===== config.mk =====
export PLATFORM = sky130hd
export DESIGN_NAME = toaplan2_snd_mailbox
export DESIGN_NICKNAME = d
export VERILOG_FILES = /design/src/rtl/toaplan2_snd_pkg.sv /design/src/rtl/toaplan2_snd_fifo.sv /design/src/rtl/toaplan2_snd_mailbox.sv
export SDC_FILE = /design/constraint.sdc
export NUM_CORES = 1
export LEC_CHECK = 0
export BUFFER_PORTS_ARGS = -buffer_cell sky130_fd_sc_hd__buf_2
export CAP_MARGIN = 20
export CORE_UTILIZATION = 45
export DETAILED_ROUTE_END_ITERATION = 6
export GPL_ROUTABILITY_DRIVEN = 1
export PLACE_DENSITY_LB_ADDON = 0.3
export RECOVER_POWER = 100
export SLEW_MARGIN = 25
export SYNTH_ARGS = -nofsm -noshare
export SYNTH_HDL_FRONTEND = slang
export SYNTH_SLANG_ARGS = --single-unit

===== constraint.sdc =====
create_clock -name CLK -period 3.2 [get_ports CLK]
set_clock_uncertainty 0.1 [all_clocks]
set_input_delay 0.32 -clock CLK [delete_from_list [all_inputs] [get_ports CLK]]
set_output_delay 0.32 -clock CLK [all_outputs]
set_load 0.01 [all_outputs]

===== src/rtl/toaplan2_snd_pkg.sv =====
`default_nettype none
// ==========================================================================
// toaplan2_snd_pkg - shared helpers and board presets for the sound mailbox
// Revision 1.0 - initial release
// ==========================================================================
package toaplan2_snd_pkg;

   // Tekipaki/Whoopee use a single plain latch; later boards use two queued channels
   localparam int c_TEKIPAKI_NUM_CH = 1;
   localparam int c_TEKIPAKI_DEPTH  = 1;
   localparam int c_MULTI_NUM_CH    = 2;
   localparam int c_MULTI_DEPTH     = 4;

   function automatic int CH_W(input int n);
      return (n > 1) ? $clog2(n) : 1;
   endfunction

endpackage
`default_nettype wire


===== src/rtl/toaplan2_snd_fifo.sv =====
`default_nettype none
// ==========================================================================
// toaplan2_snd_fifo - single-channel command FIFO with drop/replace full policy
// Revision 1.0 - initial release
// ==========================================================================
module toaplan2_snd_fifo
   import toaplan2_snd_pkg::*;
#(
   parameter int DEPTH     = 4,
   parameter int DW        = 8,
   parameter bit OVERWRITE = 1'b0
) (
   input  logic          clk,
   input  logic          rst_n,
   input  logic          i_flush,
   input  logic          i_push,
   input  logic [DW-1:0] i_din,
   input  logic          i_pop,
   output logic [DW-1:0] o_rd_data,
   output logic          o_pop_ok,
   output logic          o_full,
   output logic          o_pending,
   output logic          o_pending_next,
   output logic          o_ovf
);

   localparam int c_CNT_W = $clog2(DEPTH + 1);
   localparam int c_PTR_W = CH_W(DEPTH);
   localparam logic [c_CNT_W-1:0] c_CNT_FULL = c_CNT_W'(DEPTH);
   localparam logic [c_CNT_W-1:0] c_CNT_ONE  = c_CNT_W'(1);
   localparam logic [c_PTR_W-1:0] c_PTR_LAST = c_PTR_W'(DEPTH - 1);
   localparam logic [c_PTR_W-1:0] c_PTR_ONE  = c_PTR_W'(1);

   logic [DW-1:0]      mem_q [DEPTH];
   logic [c_CNT_W-1:0] count_q, count_d;
   logic [c_PTR_W-1:0] wptr_q, wptr_d;
   logic [c_PTR_W-1:0] rptr_q, rptr_d;
   logic               ovf_q, ovf_d;
   logic               w_full, w_pop_ok, w_push_ok, w_overflow, w_mem_we;
   logic [c_PTR_W-1:0] w_wlast, w_mem_addr;

   function automatic logic [c_PTR_W-1:0] ptr_inc(input logic [c_PTR_W-1:0] p);
      return (p == c_PTR_LAST) ? '0 : p + c_PTR_ONE;
   endfunction

   always_comb begin
      w_full     = (count_q == c_CNT_FULL);
      w_pop_ok   = i_pop && !i_flush && (count_q != '0);
      // a same-cycle pop frees the slot, so a full FIFO still accepts the push
      w_push_ok  = i_push && !i_flush && (!w_full || w_pop_ok);
      w_overflow = i_push && !i_flush && w_full && !w_pop_ok;
      w_wlast    = (wptr_q == '0) ? c_PTR_LAST : wptr_q - c_PTR_ONE;

      count_d = count_q;
      wptr_d  = wptr_q;
      rptr_d  = rptr_q;
      ovf_d   = ovf_q;
      if (i_flush) begin
         count_d = '0;
         wptr_d  = '0;
         rptr_d  = '0;
         ovf_d   = 1'b0;
      end else begin
         if (w_push_ok) wptr_d = ptr_inc(wptr_q);
         if (w_pop_ok)  rptr_d = ptr_inc(rptr_q);
         if (w_push_ok && !w_pop_ok)      count_d = count_q + c_CNT_ONE;
         else if (!w_push_ok && w_pop_ok) count_d = count_q - c_CNT_ONE;
         if (w_overflow) ovf_d = 1'b1;
      end

      w_mem_we   = w_push_ok || (w_overflow && OVERWRITE);
      w_mem_addr = w_push_ok ? wptr_q : w_wlast;
   end

   always_ff @(posedge clk or negedge rst_n) begin
      if (!rst_n) begin
         count_q <= '0;
         wptr_q  <= '0;
         rptr_q  <= '0;
         ovf_q   <= 1'b0;
      end else begin
         count_q <= count_d;
         wptr_q  <= wptr_d;
         rptr_q  <= rptr_d;
         ovf_q   <= ovf_d;
      end
   end

   always_ff @(posedge clk) begin
      if (w_mem_we) mem_q[w_mem_addr] <= i_din;
   end

   assign o_rd_data      = mem_q[rptr_q];
   assign o_pop_ok       = w_pop_ok;
   assign o_full         = w_full;
   assign o_pending      = (count_q != '0);
   assign o_pending_next = (count_d != '0);
   assign o_ovf          = ovf_q;

endmodule
`default_nettype wire


===== src/rtl/toaplan2_snd_mailbox.sv =====
`default_nettype none
// ==========================================================================
// toaplan2_snd_mailbox - main-to-sound CPU command FIFOs, sound IRQ and reply latch
// Revision 1.0 - initial release
// ==========================================================================
module toaplan2_snd_mailbox
   import toaplan2_snd_pkg::*;
#(
   parameter int NUM_CH    = 2,
   parameter int DEPTH     = 4,
   parameter int DW        = 8,
   parameter bit OVERWRITE = 1'b0,
   parameter bit IRQ_PULSE = 1'b0
) (
   input  logic                      CLK,
   input  logic                      RESET_N,
   input  logic                      MAIN_WR,
   input  logic [CH_W(NUM_CH)-1:0]   MAIN_CH,
   input  logic [DW-1:0]             MAIN_DIN,
   output logic [NUM_CH-1:0]         MAIN_FULL,
   output logic [NUM_CH-1:0]         MAIN_OVF,
   output logic [DW-1:0]             MAIN_REPLY_DOUT,
   output logic                      MAIN_REPLY_VALID,
   input  logic                      MAIN_REPLY_RD,
   input  logic                      SND_RD,
   input  logic [CH_W(NUM_CH)-1:0]   SND_CH,
   output logic [DW-1:0]             SND_DOUT,
   output logic [NUM_CH-1:0]         SND_PENDING,
   input  logic [NUM_CH-1:0]         SND_IRQ_EN,
   output logic                      SND_IRQ,
   input  logic                      SND_WR,
   input  logic [DW-1:0]             SND_REPLY_DIN,
   input  logic                      FLUSH
);

   localparam int c_CHW = CH_W(NUM_CH);

   logic [NUM_CH-1:0] w_push, w_pop, w_pop_ok, w_pend_next;
   logic [DW-1:0]     w_rd_data [NUM_CH];

   logic [DW-1:0] snd_dout_q, snd_dout_d;
   logic [DW-1:0] reply_dout_q, reply_dout_d;
   logic          reply_valid_q, reply_valid_d;
   logic          snd_irq_q, snd_irq_d;

   // Out-of-range channel numbers never match a decode term and are dropped
   for (genvar g = 0; g < NUM_CH; g++) begin : g_ch
      assign w_push[g] = MAIN_WR && (MAIN_CH == c_CHW'(g));
      assign w_pop[g]  = SND_RD && (SND_CH == c_CHW'(g));

      toaplan2_snd_fifo #(
         .DEPTH     (DEPTH),
         .DW        (DW),
         .OVERWRITE (OVERWRITE)
      ) u_fifo (
         .clk            (CLK),
         .rst_n          (RESET_N),
         .i_flush        (FLUSH),
         .i_push         (w_push[g]),
         .i_din          (MAIN_DIN),
         .i_pop          (w_pop[g]),
         .o_rd_data      (w_rd_data[g]),
         .o_pop_ok       (w_pop_ok[g]),
         .o_full         (MAIN_FULL[g]),
         .o_pending      (SND_PENDING[g]),
         .o_pending_next (w_pend_next[g]),
         .o_ovf          (MAIN_OVF[g])
      );
   end

   always_comb begin
      snd_dout_d = snd_dout_q;
      for (int i = 0; i < NUM_CH; i++) begin
         if (w_pop_ok[i]) snd_dout_d = w_rd_data[i];
      end

      // Pulse mode fires on empty-to-nonempty; several channels at once still give one pulse
      if (IRQ_PULSE) snd_irq_d = |(w_pend_next & ~SND_PENDING & SND_IRQ_EN);
      else           snd_irq_d = |(w_pend_next & SND_IRQ_EN);

      reply_dout_d  = reply_dout_q;
      reply_valid_d = reply_valid_q;
      if (FLUSH) begin
         reply_valid_d = 1'b0;
      end else if (SND_WR) begin
         reply_dout_d  = SND_REPLY_DIN;
         reply_valid_d = 1'b1;
      end else if (MAIN_REPLY_RD) begin
         reply_valid_d = 1'b0;
      end
   end

   always_ff @(posedge CLK or negedge RESET_N) begin
      if (!RESET_N) begin
         snd_dout_q    <= '0;
         reply_dout_q  <= '0;
         reply_valid_q <= 1'b0;
         snd_irq_q     <= 1'b0;
      end else begin
         snd_dout_q    <= snd_dout_d;
         reply_dout_q  <= reply_dout_d;
         reply_valid_q <= reply_valid_d;
         snd_irq_q     <= snd_irq_d;
      end
   end

   assign SND_DOUT         = snd_dout_q;
   assign MAIN_REPLY_DOUT  = reply_dout_q;
   assign MAIN_REPLY_VALID = reply_valid_q;
   assign SND_IRQ          = snd_irq_q;

endmodule
`default_nettype wire


==> results of run 1 <==
## report_power, final
| part | switching (W) | internal [W] | leakage (nW) | total (W) |
|---|---|---|---|---|
| Clock | 0.000456 | 0.000323 | 0.0949 | 0.000779 |
| Combinational | 0.000203 | 0.000142 | 0.682 | 0.000344 |
| Sequential | 0.0000531 | 0.00143 | 1.02 | 0.00149 |
| Total | 0.000712 | 0.00190 | 1.79 | 0.00261 |
## per-layer routing
layer	vias to the layer above	GRT usage, %
met5	-	0
li1	1179	-
met2	63	25.40
met4	0	7.358
met3	12	2.635
met1	1235	23.79
## what timing repair did
action	in CTS	in global routing
endpoints found under the setup margin	0	0
hold buffers	1	0
endpoints found under the hold margin	34	0
## stage by stage
step	util (%)	cell area, sq um
floorplan	-	4393
global placement	50.44	4705
detailed placement	50.44	4705
CTS	52.64	4910
global route	51.74	4826
finish	51.74	4826
## cells in the final DEF (no fill, tap or decap), drive strengths merged, types with 3 or more instances in the layout
master and count:
a211oi 6, a21oi 5, a22oi 7, a31oi 3
and3 6, buf 19, clkbuf 42, dfrtp 34
edfxtp 64, ha 12, inv 17, mux2 9
mux2i 11, mux4 16, nand2 17, nand2b 3
nor2 22, nor2b 4, nor3 7, o21ai 6
## sequential cells by signal, indices dropped and copies added (netlist names)
| name | count |
|---|---|
| g_ch.u_fifo.mem_q | 64 |
| MAIN_REPLY_DOUT | 8 |
| SND_DOUT | 8 |
| g_ch.u_fifo.count_q | 6 |
| g_ch.u_fifo.rptr_q | 4 |
| g_ch.u_fifo.wptr_q | 4 |
| g_ch.u_fifo.o_ovf | 2 |
| MAIN_REPLY_VALID | 1 |
| SND_IRQ | 1 |
## final timing paths
kind	from	slack, ns	endpoint
setup / recovery	g_ch[0].u_fifo.count_q[1]	0.44	SND_DOUT[3]
hold / removal	SND_REPLY_DIN[4]	0.09	MAIN_REPLY_DOUT[4]
setup reg to reg	g_ch[0].u_fifo.count_q[1]	0.44	SND_DOUT[3]
hold reg to reg	SND_DOUT[5]	0.38	SND_DOUT[5]
max in group asynchronous	RESET_N	1.01	SND_DOUT[3]
min in group asynchronous	RESET_N	0.90	g_ch[1].u_fifo.count_q[2]
## worst max-delay path: stages, from the launching register on
cell and delay, ns:
dfrtp_1 0.41, inv_1 0.09, ha_1 0.24, nor2b_1 0.20, nor3_1 1.18, nor2_1 0.23
nand2_1 0.15, nand2_1 0.06
## logic make-up after synthesis
group / after synthesis
and+or+nand+nor: 76
adders and majority gates: 12
DFF: 98
xor gates and xnor gates: 2
buffers and inverters: 32
muxes: 36
AOI/OAI and AO/OA: 36
## cell usage after synthesis (4+ instances only)
cell / count
buf_4: 7
edfxtp_1: 64
ha_1: 12
clkbuf_1: 4
a22oi_1: 7
dfrtp_1: 34
nor2_1: 22
and3_1: 6
nand2_1: 16
inv_1: 11
mux2_2: 9
a21oi_1: 5
mux4_2: 16
buf_2: 5
o21ai_1: 4
mux2i_1: 11
nor3_1: 4
## final cells by class
| type | instances | area share [%] |
|---|---|---|
| Tap cell | 129 | 3.345 |
| Inverter | 14 | 1.089 |
| Clock inverter | 6 | 1.193 |
| Timing Repair Buffer | 52 | 4.719 |
| Multi-Input combinational cell | 162 | 29.35 |
| Clock buffer | 10 | 2.852 |
| Sequential cell | 98 | 57.45 |
==> reports/results.tsv, run 1 <==
metric	value	unit
status	finished with violations	
violations	max-capacitance violations, max-slew violations	
core	9328	sq um
yosysSeqAreaShare	63.12	%
rows	35	
fin_crit	2.765	ns
route.detailed.drc	0	
grt_pass1_vias	2405	
ys_ff_latch	98	
maxCapViolCount	2	
overflow	0	
pin_count	51	
p_leak	1.793	nW
clock_latency	0.36	ns
yosysUniqueCellTypes	56	
portBuffers	50	
slew_violations	35	
synth_top_cell_by_area	edfxtp_1	
finalSetupTns	0	ns
place_congestion	0.8441	
postCtsSetupBuffers	0	
top_layer	met4	
rr_worst_depth	7	
wl_per_cell	16.41	um
relSlewSlack	-25.53	%
syn-cell-area	4393	sq um
synth_warnings	0	
dp.cells	454	
wl_met1	3.799	mm
antenna_cells	0	
endpoint_kind	flip-flop	
met3_length	302	um
numCtsBuffers	9	
vias_per_cell	5.285	
max-vdd-ir-drop	0.2067	mV
first_iter_violations	104	
synthTopCellsByArea	edfxtp_1 (44%), dfrtp_1 (19%), mux4_2 (8.2%)	
synth_nets	331	
async_flop_share	34.69	%
cts.sinks	98	
ys.flop_type	edfxtp_1	
yosys.area_share.simple	9.912	%
start_kind	flip-flop	
p_per_area	540.7	nW/um^2
fillCellCount	789	
stdcell_count	471	
h-tree-depth	3	
dr.pass1.iters	6	
synthXorXnorAreaFrac	0.3987	%
setup_violations	0	
place_hpwl	5.426	mm
max_freq	361.7	MHz
fin_nets	376	
vias	2489	
antenna_found_initial	0	
setup_ws	0.4352	ns
min_path_cells	2	
detail-route-antenna-nets	0	
rsz0062_at_grt	false	
area_growth	9.855	%
whs	0.08872	ns
floorplan.initialDensity	47.10	%
grt_max_degree	35	
clkTransAtPathRegs	0.09	ns
cts_tree	yes	
crit_type	flip-flop to flip-flop	
min_path_type	primary input to flip-flop	
multiInputGateArea	1416	sq um
clock_path_buffers	2	
cp_max_fo	9	
synth_top_area_share	43.75	%
synth_mux_area_share	13.02	%
die_area	10160	sq um
syn_area_per_cell	15.04	sq um
required	3.35	ns
fp.dieH	100.8	um
synthAdderAreaFrac	3.418	%
ctsResizeCount	0	
dieWidth	100.8	um
min_period_over_period	86.40	%
grt_util_all_layers	16.66	%
seqCellArea	2773	sq um
synth_edf_count	64	
worst_pin_slew	1.883	ns
synth_compound_area_share	6.494	%
power	0.002609	W
pre_cts_slack	0.5852	ns
grt_pass1_wl	12.61	mm
cts_root_buffer	clkbuf_8	
worstPathArrival	2.91	ns
final_layout_size_suffix_gt1_share	19.01	%
wl_met2	3.496	mm
synth_cells	292	
finalWirelength	7.729	mm
synth_top_family_by_area	multiplexers	
hold_viol_final	0	
(Power assumes the default switching activity.)
==> inputs of run 2 (changes only) <==
==> constraint.sdc (replaced) <==
create_clock -name CLK -period 3.2 [get_ports CLK]
set_clock_uncertainty 0.1 [all_clocks]
set_input_delay 0.96 -clock CLK [delete_from_list [all_inputs] [get_ports CLK]]
set_output_delay 0.96 -clock CLK [all_outputs]
set_load 0.01 [all_outputs]
==> reports/results.tsv, run 2 (same netlist as run 1, synthesis figures left out) <==
metric	value	unit
status	finished with violations	
violations	max-capacitance violations, max-slew violations	
first_iter_violations	90	
postCtsSetupBuffers	0	
wl_per_cell	16.43	um
cts_tree	yes	
required	2.14	ns
critPathMaxStageDelay	0.44	ns
max-vdd-ir-drop	0.2193	mV
startpoint	g_ch[1].u_fifo.count_q[0]	
fp.dieH	100.8	um
floorplan.initialDensity	47.10	%
final_common_cell	edfxtp_1	
start_kind	flip-flop	
grt_pass1_wl	12.74	mm
portBuffers	50	
grt_max_degree	35	
utilization	52.31	%
area_growth	11.08	%
hold_viol_final	0	
finalWirelength	7.786	mm
mostFrequentLayoutCells	edfxtp_1 (64), dfrtp_1 (34), clkbuf_1 (34)	
ctsResizeCount	0	
pin_count	51	
clock_latency	0.36	ns
place_congestion	0.8149	
maxCapViolCount	1	
rows	35	
vias_per_cell	5.287	
rsz0062_at_grt	false	
fin_nets	379	
min_period_over_period	86.99	%
clock_path_buffers	2	
hold_buffers	0	
holdCritStartpoint	SND_DOUT[5]	
worstPathArrival	1.72	ns
p_per_area	552.9	nW/um^2
setup_violations	0	
endpoint_kind	output port	
antenna_found_initial	0	
slew_violations	35	
clkTransAtPathRegs	0.11	ns
die_area	10160	sq um
crit_type	flip-flop to output port	
cts_root_buffer	clkbuf_8	
relSlewSlack	-30.39	%
worst_pin_slew	1.956	ns
fillCellCount	800	
dieWidth	100.8	um
fin_crit	2.784	ns
detail-route-antenna-nets	0	
antenna_cells	0	
numCtsBuffers	9	
max_freq	359.2	MHz
path_cells	inv_1 -> ha_1 -> nor2b_1 -> clkinv_1 -> buf_2	
finalSetupTns	0	ns
largest_reg_flops	64	
grt_pass1_vias	2488	
vias	2506	
cts.sinks	98	
route.detailed.drc	0	
cp_max_fo	5	
overflow	0	
place_hpwl	5.530	mm
core	9328	sq um
min_path_type	flip-flop to flip-flop	
top_register	g_ch.u_fifo.mem_q	
grt_util_all_layers	16.81	%
rr_startpoint	g_ch[1].u_fifo.count_q[0]	
h-tree-depth	3	
dr.pass1.iters	4	
final_layout_size_suffix_gt1_share	20.00	%
crit_slowest_cell	dfrtp_1	
p_leak	1.826	nW
run 2: area by class of cell:
type / instances / area (sq um) / area share (%)
clock inverters: 7 / 96.34 / 1.974
clock buffers: 9 / 123.9 / 2.538
well taps: 129 / 161.4 / 3.308
flip-flops and latches: 98 / 2773 / 56.82
repair buffers: 55 / 237.7 / 4.872
multi-input cells: 162 / 1435 / 29.41
inverters: 14 / 52.55 / 1.077
run 2: where the power goes:
part | internal (W) | switching [W]
Sequential | 0.00143 | 0.0000533
Combinational | 0.000146 | 0.000205
Clock | 0.000387 | 0.000474
Total | 0.00197 | 0.000732
run 2: worst paths after layout:
kind                            slack [ns]  depth (start not counted)                          to
worst max-delay path                  0.42                          5              SND_PENDING[1]
worst min-delay path                  0.38                          2                 SND_DOUT[5]
worst max register to register        0.43                          9  g_ch[1].u_fifo.mem_q[3][6]
worst min register to register        0.38                          2                 SND_DOUT[5]
max in group asynchronous             0.85                          1                 SND_DOUT[3]
min in group asynchronous             1.03                          1   g_ch[1].u_fifo.count_q[1]
run 2: worst max-delay path: cells and delay by family, from the launching register on:
family	cells	cell delay (ns)
flops	1	0.44
buf+inv	3	0.43
simple gates	1	0.29
fa+ha+maj	1	0.21
run 2: layer usage:
metal | up-vias | wire [um] | part of all wire [%] | track usage (%)
met5 | - | 0 | 0 | 0
met4 | 0 | 106 | 1.4 | 6.689
li1 | 1190 | - | - | -
met3 | 7 | 261 | 3.4 | 2.497
met1 | 1250 | 3737 | 48 | 22.60
met2 | 59 | 3681 | 47 | 27.66
run 2: through the flow:
stage	total power, W	cells	hold WS [ns]	area [sq um]	worst slack [ns]
floorplan	0.001752	292	0.3637	4393	0.7828
global placement	0.001886	458	0.3551	4735	0.3383
detailed placement	0.001895	458	0.3566	4735	0.2777
CTS	0.002742	474	0.3794	4955	0.4523
global route	0.002804	474	0.4010	4880	0.1910
finish	0.002698	474	0.3751	4880	0.4163
==> inputs of run 3 (changes only) <==
--- a/config.mk
+++ b/config.mk
@@ -5,6 +5,7 @@
 export SDC_FILE = /design/constraint.sdc
 export NUM_CORES = 1
 export LEC_CHECK = 0
+export ABC_AREA = 1
 export BUFFER_PORTS_ARGS = -buffer_cell sky130_fd_sc_hd__buf_2
 export CAP_MARGIN = 20
 export CORE_UTILIZATION = 45
==> reports/results.tsv, run 3 <==
metric	value	unit
worstPathArrival	2.63	ns
place_congestion	0.8926	
seqCellArea	2773	sq um
final_layout_size_suffix_gt1_share	11.11	%
finalSetupTns	0	ns
cts_tree	yes	
synth_nets	432	
clkTransAtPathRegs	0.09	ns
mostFrequentLayoutCells	nand2_1 (76), edfxtp_1 (64), nor2_1 (43)	
hold_buffers	0	
hold_viol_final	0	
start_kind	primary input	
combPwrFrac	12.7	%
yosysSeqAreaShare	63.39	%
post_dp_cell_area	4732	sq um
endpoint_kind	flip-flop	
p_leak	1.997	nW
floorplan.initialDensity	46.89	%
min_path_type	flip-flop to flip-flop	
cts_root_buffer	clkbuf_8	
vias	2957	
grt_max_degree	35	
dieWidth	100.6	um
slew_violations	35	
async_flop_share	34.69	%
max-vdd-ir-drop	0.2235	mV
top_register	g_ch.u_fifo.mem_q	
die_area	10120	sq um
core	9328	sq um
worst_pin_slew	1.948	ns
status	finished with violations	
dp.cells	563	
violations	max-capacitance violations, max-slew violations	
cts.sinks	98	
largest_reg_flops	64	
setup_violations	0	
required	3.10	ns
antenna_cells	0	
antenna_found_initial	0	
clock_latency	0.36	ns
area_growth	9.754	%
final_common_cell	nand2_1	
maxCapViolCount	1	
synth_top_area_share	43.94	%
synth_edf_count	64	
min_period_over_period	85.39	%
ys_ff_latch	98	
max_freq	366.0	MHz
grt_pass1_vias	2877	
postCtsSetupBuffers	0	
numCtsBuffers	9	
fillCellCount	842	
synth_warnings	0	
route.detailed.drc	0	
switching_power	0.0006879	W
ys.flop_type	edfxtp_1	
p_int	0.001910	W
place_hpwl	6.541	mm
multiInputGateArea	1290	sq um
synth_common_cells	nand2_1 (71), edfxtp_1 (64), nor2_1 (40), o21ai_0 (38), dfrtp_1 (34)	
wl_per_cell	15.77	um
ctsResizeCount	0	
rows	35	
rsz0062_at_grt	false	
relSlewSlack	-29.84	%
finalWirelength	9.132	mm
stdcell_count	579	
portBuffers	50	
seqPwrFrac	57.0	%
synth_cells	393	
dr.pass1.iters	4	
yosysUniqueCellTypes	30	
fin_nets	484	
detail-route-antenna-nets	0	
clock_path_buffers	2	
h-tree-depth	3	
p_clk_share	30.2	%
crit_type	primary input to flip-flop	
pin_count	51	
vias_per_cell	5.107	
first_iter_violations	200	
overflow	0	
synth_top_cell_by_area	edfxtp_1	
cp_max_fo	14	
grt_pass1_wl	14.53	mm
syn-cell-area	4374	sq um
stdcell_area	4801	sq um
p_per_area	541.2	nW/um^2
fin_crit	2.733	ns
sw_frac_of_total	26.48	%
grt_util_all_layers	19.74	%
fp.dieH	100.6	um
synthTopCellsByArea	edfxtp_1 (44%), dfrtp_1 (19%), nand2_1 (6.1%)	
syn_area_per_cell	11.13	sq um
yosysMostFrequentCell	nand2_1	
[run 3: cell count changes after synthesis, moves of 4 or more]
cell and delta:
nand3_1 +17, mux2i_1 -11, nor2_1 +18, nand2_1 +55, inv_1 +22, and3_1 -6
nand3_2 +4, o21ai_0 +36, a22oi_1 -7, mux4_2 -16, a221o_1 +4, o22ai_1 +13
[run 3: routing by layer]
metal / global-route usage (%) / wire length, um / share of wire [%] / up-vias
li1: - / - / - / 1441
met1: 26.82 / 4160 / 46 / 1398
met2: 30.66 / 4311 / 47 / 105
met3: 4.300 / 521 / 5.7 / 13
met4: 8.584 / 139 / 1.5 / 0
met5: 0 / 0 / 0 / -
[run 3: cell families after synthesis]
| kind of cell | count (synthesis) | synth area share, % |
|---|---|---|
| and+or+nand+nor | 153 | 16.45 |
| DFF | 98 | 63.39 |
| AOI/OAI and AO/OA | 66 | 8.610 |
| buffers and inverters | 54 | 5.664 |
| adders and majority gates | 12 | 3.432 |
| muxes | 8 | 2.060 |
| xor gates and xnor gates | 2 | 0.4005 |
[run 3: area by class of cell]
| cell class | count | area share, % |
|---|---|---|
| clock buffer | 10 | 2.658 |
| clock inverter | 6 | 1.355 |
| multi-input combinational | 241 | 26.87 |
| tap | 129 | 3.362 |
| sequential | 98 | 57.75 |
| timing repair buffer | 56 | 4.900 |
| inverter | 39 | 3.101 |
[run 3: critical path: stages]
cell and delay (ns):
clkbuf_1 0.22, nand2_1 0.08, nor2_1 0.13, nand2_1 0.28, nand2_1 0.14, nand2_1 0.12, inv_1 0.11, nand2_1 0.09
nor2_1 0.50
[run 3: per-stage QoR]
step                      total power, W  hold WS, ns  util [%]  setup WS [ns]
after floorplan                 0.001727       0.3670         -         0.6726
after global placement          0.001866       0.3544     50.73         0.4349
after detailed placement        0.001874       0.3699     50.73         0.3495
after CTS                       0.002659       0.3929     52.80         0.6278
after global routing            0.002731       0.4181     51.47         0.3410
final                           0.002598       0.3921     51.47         0.4675
[run 3: final timing paths]
| kind | slack (ns) | depth (start not counted) | to | startpoint |
|---|---|---|---|---|
| setup / recovery | 0.47 | 9 | g_ch[1].u_fifo.mem_q[2][5] | SND_RD |
| hold / removal | 0.39 | 2 | MAIN_REPLY_VALID | MAIN_REPLY_VALID |
| setup reg to reg | 0.68 | 9 | g_ch[1].u_fifo.mem_q[2][5] | g_ch[1].u_fifo.count_q[0] |
| hold reg to reg | 0.39 | 2 | MAIN_REPLY_VALID | MAIN_REPLY_VALID |
| max in group asynchronous | 0.85 | 1 | g_ch[1].u_fifo.count_q[0] | RESET_N |
| min in group asynchronous | 1.04 | 1 | SND_DOUT[1] | RESET_N |
[run 3: power by group through the flow]
stage,registers (W),logic [W],clock network [W]
after floorplan,0.00152,0.000202,0
after global placement,0.00150,0.000362,0
after detailed placement,0.00151,0.000367,0
after CTS,0.00148,0.000367,0.000812
after global routing,0.00149,0.000376,0.000865
final,0.00148,0.000331,0.000785
